**config.mk**
```make
export PLATFORM = sky130hd
export DESIGN_NAME = imem_boot_ctrl
export DESIGN_NICKNAME = d
export VERILOG_FILES = /design/src/rtl/imem_boot_ctrl.sv
export SDC_FILE = /design/constraint.sdc
export NUM_CORES = 1
export LEC_CHECK = 0
export ABC_CLOCK_PERIOD_IN_PS = 3000
export CAP_MARGIN = 40
export CELL_PAD_IN_SITES_DETAIL_PLACEMENT = 0
export CELL_PAD_IN_SITES_GLOBAL_PLACEMENT = 1
export CORE_ASPECT_RATIO = 1.5
export CORE_MARGIN = 2
export CORE_UTILIZATION = 36
export CTS_CLUSTER_DIAMETER = 150
export DETAILED_ROUTE_END_ITERATION = 16
export PLACE_DENSITY_LB_ADDON = 0.1
export SLEW_MARGIN = 5
export SYNTH_ARGS = -nofsm -noshare
export SYNTH_HDL_FRONTEND = slang
export SYNTH_SLANG_ARGS = --single-unit
```
**constraint.sdc**
```tcl
create_clock -name clk -period 3 [get_ports clk]
set_input_delay 0.6 -clock clk [delete_from_list [all_inputs] [get_ports clk]]
set_output_delay 0.6 -clock clk [all_outputs]
set_load 0.01 [all_outputs]
```
**src/rtl/imem_boot_ctrl.sv**
```systemverilog
// Boot/load controller for the 256-word instruction memory: streams bytes into
// little-endian words, writes them sequentially, then releases the core to fetch.
module imem_boot_ctrl #(
  parameter int unsigned DEPTH  = 256,
  parameter int unsigned ADDR_W = 8
) (
  input  logic              clk,
  input  logic              rst,
  input  logic              start,
  input  logic [ADDR_W:0]   len,
  input  logic [7:0]        byte_in,
  input  logic              byte_valid,
  output logic              byte_ready,
  input  logic [31:0]       PC_Out,
  output logic              imem_we,
  output logic [ADDR_W-1:0] imem_waddr,
  output logic [31:0]       imem_wdata,
  output logic [ADDR_W-1:0] imem_raddr,
  output logic              cpu_stall,
  output logic              busy,
  output logic              done,
  output logic              err
);

  typedef enum logic [1:0] {
    IDLE  = 2'd0,
    LOAD  = 2'd1,
    WRITE = 2'd2,
    RUN   = 2'd3
  } state_e;

  localparam logic [ADDR_W:0] DEPTH_W = (ADDR_W+1)'(DEPTH);

  state_e            state_q, state_d;
  logic [ADDR_W:0]   wptr_q, wptr_d;
  logic [1:0]        bcnt_q, bcnt_d;
  logic [31:0]       asm_q, asm_d;
  logic [ADDR_W:0]   len_q, len_d;
  logic              err_q, err_d;

  logic              byte_ready_q, byte_ready_d;
  logic              cpu_stall_q, cpu_stall_d;
  logic              imem_we_q, imem_we_d;
  logic              busy_q, busy_d;
  logic              done_q, done_d;
  logic [ADDR_W-1:0] imem_waddr_q, imem_waddr_d;
  logic [31:0]       imem_wdata_q, imem_wdata_d;

  logic              byte_fire;
  logic              pc_bad;
  logic              start_ok;

  assign byte_fire = byte_valid & byte_ready_q;
  assign pc_bad    = (PC_Out[1:0] != '0) || (PC_Out[31:ADDR_W+2] != '0);
  assign start_ok  = start && ((state_q == IDLE) || (state_q == RUN));

  always_comb begin
    state_d      = state_q;
    wptr_d       = wptr_q;
    bcnt_d       = bcnt_q;
    asm_d        = asm_q;
    len_d        = len_q;
    err_d        = err_q;
    done_d       = 1'b0;
    imem_waddr_d = imem_waddr_q;
    imem_wdata_d = imem_wdata_q;

    unique case (state_q)
      LOAD: begin
        if (byte_fire) begin
          asm_d[{bcnt_q, 3'b000} +: 8] = byte_in;
          bcnt_d = bcnt_q + 2'd1;
          if (bcnt_q == 2'd3) begin
            // Write port is registered, so capture the completed word now.
            state_d      = WRITE;
            imem_waddr_d = wptr_q[ADDR_W-1:0];
            imem_wdata_d = asm_d;
          end
        end
      end
      WRITE: begin
        wptr_d = wptr_q + 1'b1;
        if (wptr_d == len_q) begin
          state_d = RUN;
          done_d  = 1'b1;
        end else begin
          state_d = LOAD;
        end
      end
      RUN: begin
        if (pc_bad) begin
          err_d = 1'b1;
        end
      end
      default: ;
    endcase

    if (start_ok) begin
      if (len == '0) begin
        state_d = RUN;
        done_d  = 1'b1;
        err_d   = 1'b0;
      end else if (len > DEPTH_W) begin
        state_d = IDLE;
        err_d   = 1'b1;
      end else begin
        state_d = LOAD;
        len_d   = len;
        wptr_d  = '0;
        bcnt_d  = '0;
        err_d   = 1'b0;
      end
    end

    // Status outputs are decoded from the next state and registered.
    byte_ready_d = (state_d == LOAD);
    cpu_stall_d  = (state_d != RUN);
    imem_we_d    = (state_d == WRITE);
    busy_d       = (state_d == LOAD) || (state_d == WRITE);
  end

  always_ff @(posedge clk) begin
    if (!rst) begin
      state_q      <= IDLE;
      wptr_q       <= '0;
      bcnt_q       <= '0;
      asm_q        <= '0;
      len_q        <= '0;
      err_q        <= 1'b0;
      byte_ready_q <= 1'b0;
      cpu_stall_q  <= 1'b1;
      imem_we_q    <= 1'b0;
      busy_q       <= 1'b0;
      done_q       <= 1'b0;
      imem_waddr_q <= '0;
      imem_wdata_q <= '0;
    end else begin
      state_q      <= state_d;
      wptr_q       <= wptr_d;
      bcnt_q       <= bcnt_d;
      asm_q        <= asm_d;
      len_q        <= len_d;
      err_q        <= err_d;
      byte_ready_q <= byte_ready_d;
      cpu_stall_q  <= cpu_stall_d;
      imem_we_q    <= imem_we_d;
      busy_q       <= busy_d;
      done_q       <= done_d;
      imem_waddr_q <= imem_waddr_d;
      imem_wdata_q <= imem_wdata_d;
    end
  end

  assign byte_ready = byte_ready_q;
  assign cpu_stall  = cpu_stall_q;
  assign imem_we    = imem_we_q;
  assign busy       = busy_q;
  assign done       = done_q;
  assign err        = err_q;
  assign imem_waddr = imem_waddr_q;
  assign imem_wdata = imem_wdata_q;
  assign imem_raddr = PC_Out[ADDR_W+1:2];

endmodule

```
==> impl_metrics.yaml <==
worst_setup_path:
  crit_family: "compound AO/OA/AOI/OAI gates"
  critPathKind: "reg2reg"
  critPathBufInv: 0
  r2r_end: "busy$_SDFF_PN0_"
  end_kind: "flop"
  max_stage_delay_ps: 470
  rr_worst_depth: 8
  cp-start-kind: "flop"
  cp_cell_sequence: "ha_1 -> nand2_1 -> a211o_1 -> a2111oi_4 -> nor4b_2 -> a221oi_1 -> ha_1 -> and2_1"
  reg2reg_slack_ps: 500
  regToRegStartpoint: "wptr_q[0]$_SDFF_PN0_"
  worstPathRequired_ps: 3240
  critical_path_peak_fanout: 7
  crit_path_frequent_cell: "ha_1"
  crit_arrival_ps: 2740
  cpMaxStageDelayCell: "dfxtp_1"
pwr:
  seqPwrFrac: 0.474
  clock_power_share: 0.355
  ir_drop_uv: 290.3
  intPower_mw: 2.241
  leakage_nw: 2.086
  netSwitchingFraction: 0.2833
  p_per_area_mw_per_mm2: 564.1
  power.switching_mw: 0.8860
  comb_power_share: 0.171
cts:
  cts_tree: "built"
  cts_resized: 0
  clock-sinks: 100
  clk_path_buf_depth: 2
  cts.clk_slew.worst_paths_ps: 70
  cts-hold-fix-buffers: 0
  root_buffer: "clkbuf_16"
  cts-htree-levels: 3
  cts_setup_buffers: 0
  clock_latency_ps: 350
  cts_inserted_buffers: 9
floorplanning:
  core_mm2: 0.01159
  io_pins: 107
  rows: 48
  die_area_mm2: 0.01282
  fp.dieH_um: 137.7
  initial_core_util: 0.3700
  die_x_um: 93.12
timing:
  clock-skew-final_ps: 9.990
  slew_headroom: 0.4999
  finalHoldViolCount: 0
  min_period_ps: 2503
  setup-tns-final_ps: 0
  finalCritPeriodShare: 0.8342
  slew_violations: 0
  rsz0062_at_grt: "false"
  tightest_slew_ps: 748.3
  setup_viol: 0
  fmaxAchievable_mhz: 399.6
logic_synthesis:
  synthMuxAreaShare: 0.004667
  synthXorXnorAreaFrac: 0.03880
  ys_types: 41
  yosysWarnings: 0
  avgSynthCellArea_um2: 8.682
  ys.flop_type: "dfxtp_1"
  synth_edf_count: 0
  yosys-top-cells-count: "dfxtp_1, o21ai_0, a21oi_1, nand2_1, nor2_1"
  seq_area_frac_synth: 0.4667
  yosysTopAreaCell: "dfxtp_1"
  yosysTopAreaCellShare: 0.4667
  synth_most_common_cell: "dfxtp_1"
  synth-adder-area-share: 0.04376
  syn_inst: 494
  ys_seq_elements: 100
  synthesis.nets: 562
  netlist_area_mm2: 0.004289
  synth_top_family_by_area: "compound AO/OA/AOI/OAI gates"
  synth-compound-area-share: 0.2418
  synthSimpleGateAreaFrac: 0.1479
  ys_top_cells_by_area: "dfxtp_1, o21ai_0, a221oi_1"
  synthArstFlopShare: 0
placement:
  gp_congestion: 0.8649
  dpl.hpwl_mm: 8.407
  port_buffers: 90
drt:
  drc_errors: 0
  drt_iter0_drc: 132
  routed_wl_mm: 11.83
  avgRoutedWirePerCell_um: 16.41
  vias: 3827
  ant_nets: 0
  vias_per_cell: 5.308
  firstDrtPassIters: 4
final_layout:
  area.growth.synth_to_final_pct: 29.26
  num-nets-final: 634
  layout-drive-gt1-share: 0.06305
  fillCellCount: 1154
  post-route-util: 0.4783
  n_antenna_cell: 0
hold_path:
  min_from: "imem_waddr[0]$_SDFFE_PN0P_"
  holdPathEnd: "imem_waddr[0]$_SDFFE_PN0P_"
  hp-class: "reg2reg"
  holdPathStages: 2
global_route:
  overflow: 0
  track_usage: 0.1892
  grt_antenna_before_repair: 0
  grt_max_degree: 35
  grt_first_pass_wirelength_mm: 19.02
  grt_pass1_vias: 3744
run:
  maxCapViolCount: 0
outcome:
  status: "completed"
==> state kept, by name (all words and copies together) (netlist names), named ones only <==
signal / cells
cpu_stall: 1
busy: 1
asm_q: 32
len_q: 9
done: 1
byte_ready: 1
err: 1
imem_we: 1
imem_wdata: 32
state_q: 1
imem_waddr: 8
bcnt_q: 2
wptr_q: 9
==> placed cells by master, fill, tap and decap left out, drive strengths merged, types with 6 or more instances in the layout <==
cell type / count
a21oi: 57
a221oi: 33
buf: 12
clkbuf: 9
clkdlybuf4s50: 89
clkinv: 6
dfxtp: 100
ha: 15
inv: 14
nand2: 52
nand3: 7
nor2: 45
nor4: 9
o21ai: 69
xnor2: 11
xor2: 8
==> routing by layer <==
layer	share of wire	track usage
met5	0	0
met4	0.025	0.06781
met3	0.030	0.03720
met2	0.53	0.3442
met1	0.42	0.2187
==> per-stage QoR <==
stage | worst slack [ps] | std cells | hold slack (ps) | instance area, um^2 | total power, mW
floorplan | 721.8 | 494 | 447.8 | 4289 | 1.828
global placement | 309.0 | 705 | 448.0 | 5263 | 2.044
detailed placement | 205.0 | 705 | 448.8 | 5263 | 2.052
CTS | 471.4 | 721 | 459.2 | 5544 | 3.167
global route | 275.0 | 721 | 477.0 | 5544 | 3.287
finish | 497.4 | 721 | 456.8 | 5544 | 3.127
==> tightest hold or removal path, cell delays in order, from the launching register on <==
cell and delay, ps:
dfxtp_1 310, nand2_1 50, a21oi_1 50
==> worst max-delay path by stage <==
| stage | start | endpoint | slack, ps | cells past startpoint |
|---|---|---|---|---|
| after floorplan | wptr_q[0]$_SDFF_PN0_ | busy$_SDFF_PN0_ | 720 | 8 |
| final | wptr_q[0]$_SDFF_PN0_ | busy$_SDFF_PN0_ | 500 | 8 |
| after global routing | wptr_q[0]$_SDFF_PN0_ | busy$_SDFF_PN0_ | 270 | 8 |
| after CTS | wptr_q[0]$_SDFF_PN0_ | busy$_SDFF_PN0_ | 470 | 8 |
| after detailed placement | len[4] | busy$_SDFF_PN0_ | 200 | 9 |
| after global placement | len[0] | busy$_SDFF_PN0_ | 310 | 9 |
==> logic make-up after synthesis <==
logic type / count (synthesis)
adders and majority gates: 15
buffers and inverters: 53
and+or+nand+nor: 135
DFF: 100
xor gates and xnor gates: 19
AOI/OAI and AO/OA: 170
muxes: 2
==> final cells by class <==
class                   count  area, um^2  share of cell area
flip-flops and latches    100        2002              0.3611
clock inverters             7       56.30             0.01016
clock buffers               9       225.2             0.04062
well taps                 150       187.7             0.03385
repair buffers            101       978.4              0.1765
inverters                  13       48.80            0.008802
multi-input cells         341        2046              0.3690
==> power by group through the flow <==
stage / logic, mW / clock network [mW] / registers (mW)
3_3_place_gp: 0.531 / 0 / 1.51
6_report: 0.536 / 1.11 / 1.48
3_5_place_dp: 0.538 / 0 / 1.51
4_1_cts: 0.541 / 1.14 / 1.48
5_1_grt: 0.598 / 1.20 / 1.49
2_1_floorplan: 0.323 / 0 / 1.51
(Power assumes the default switching activity.)
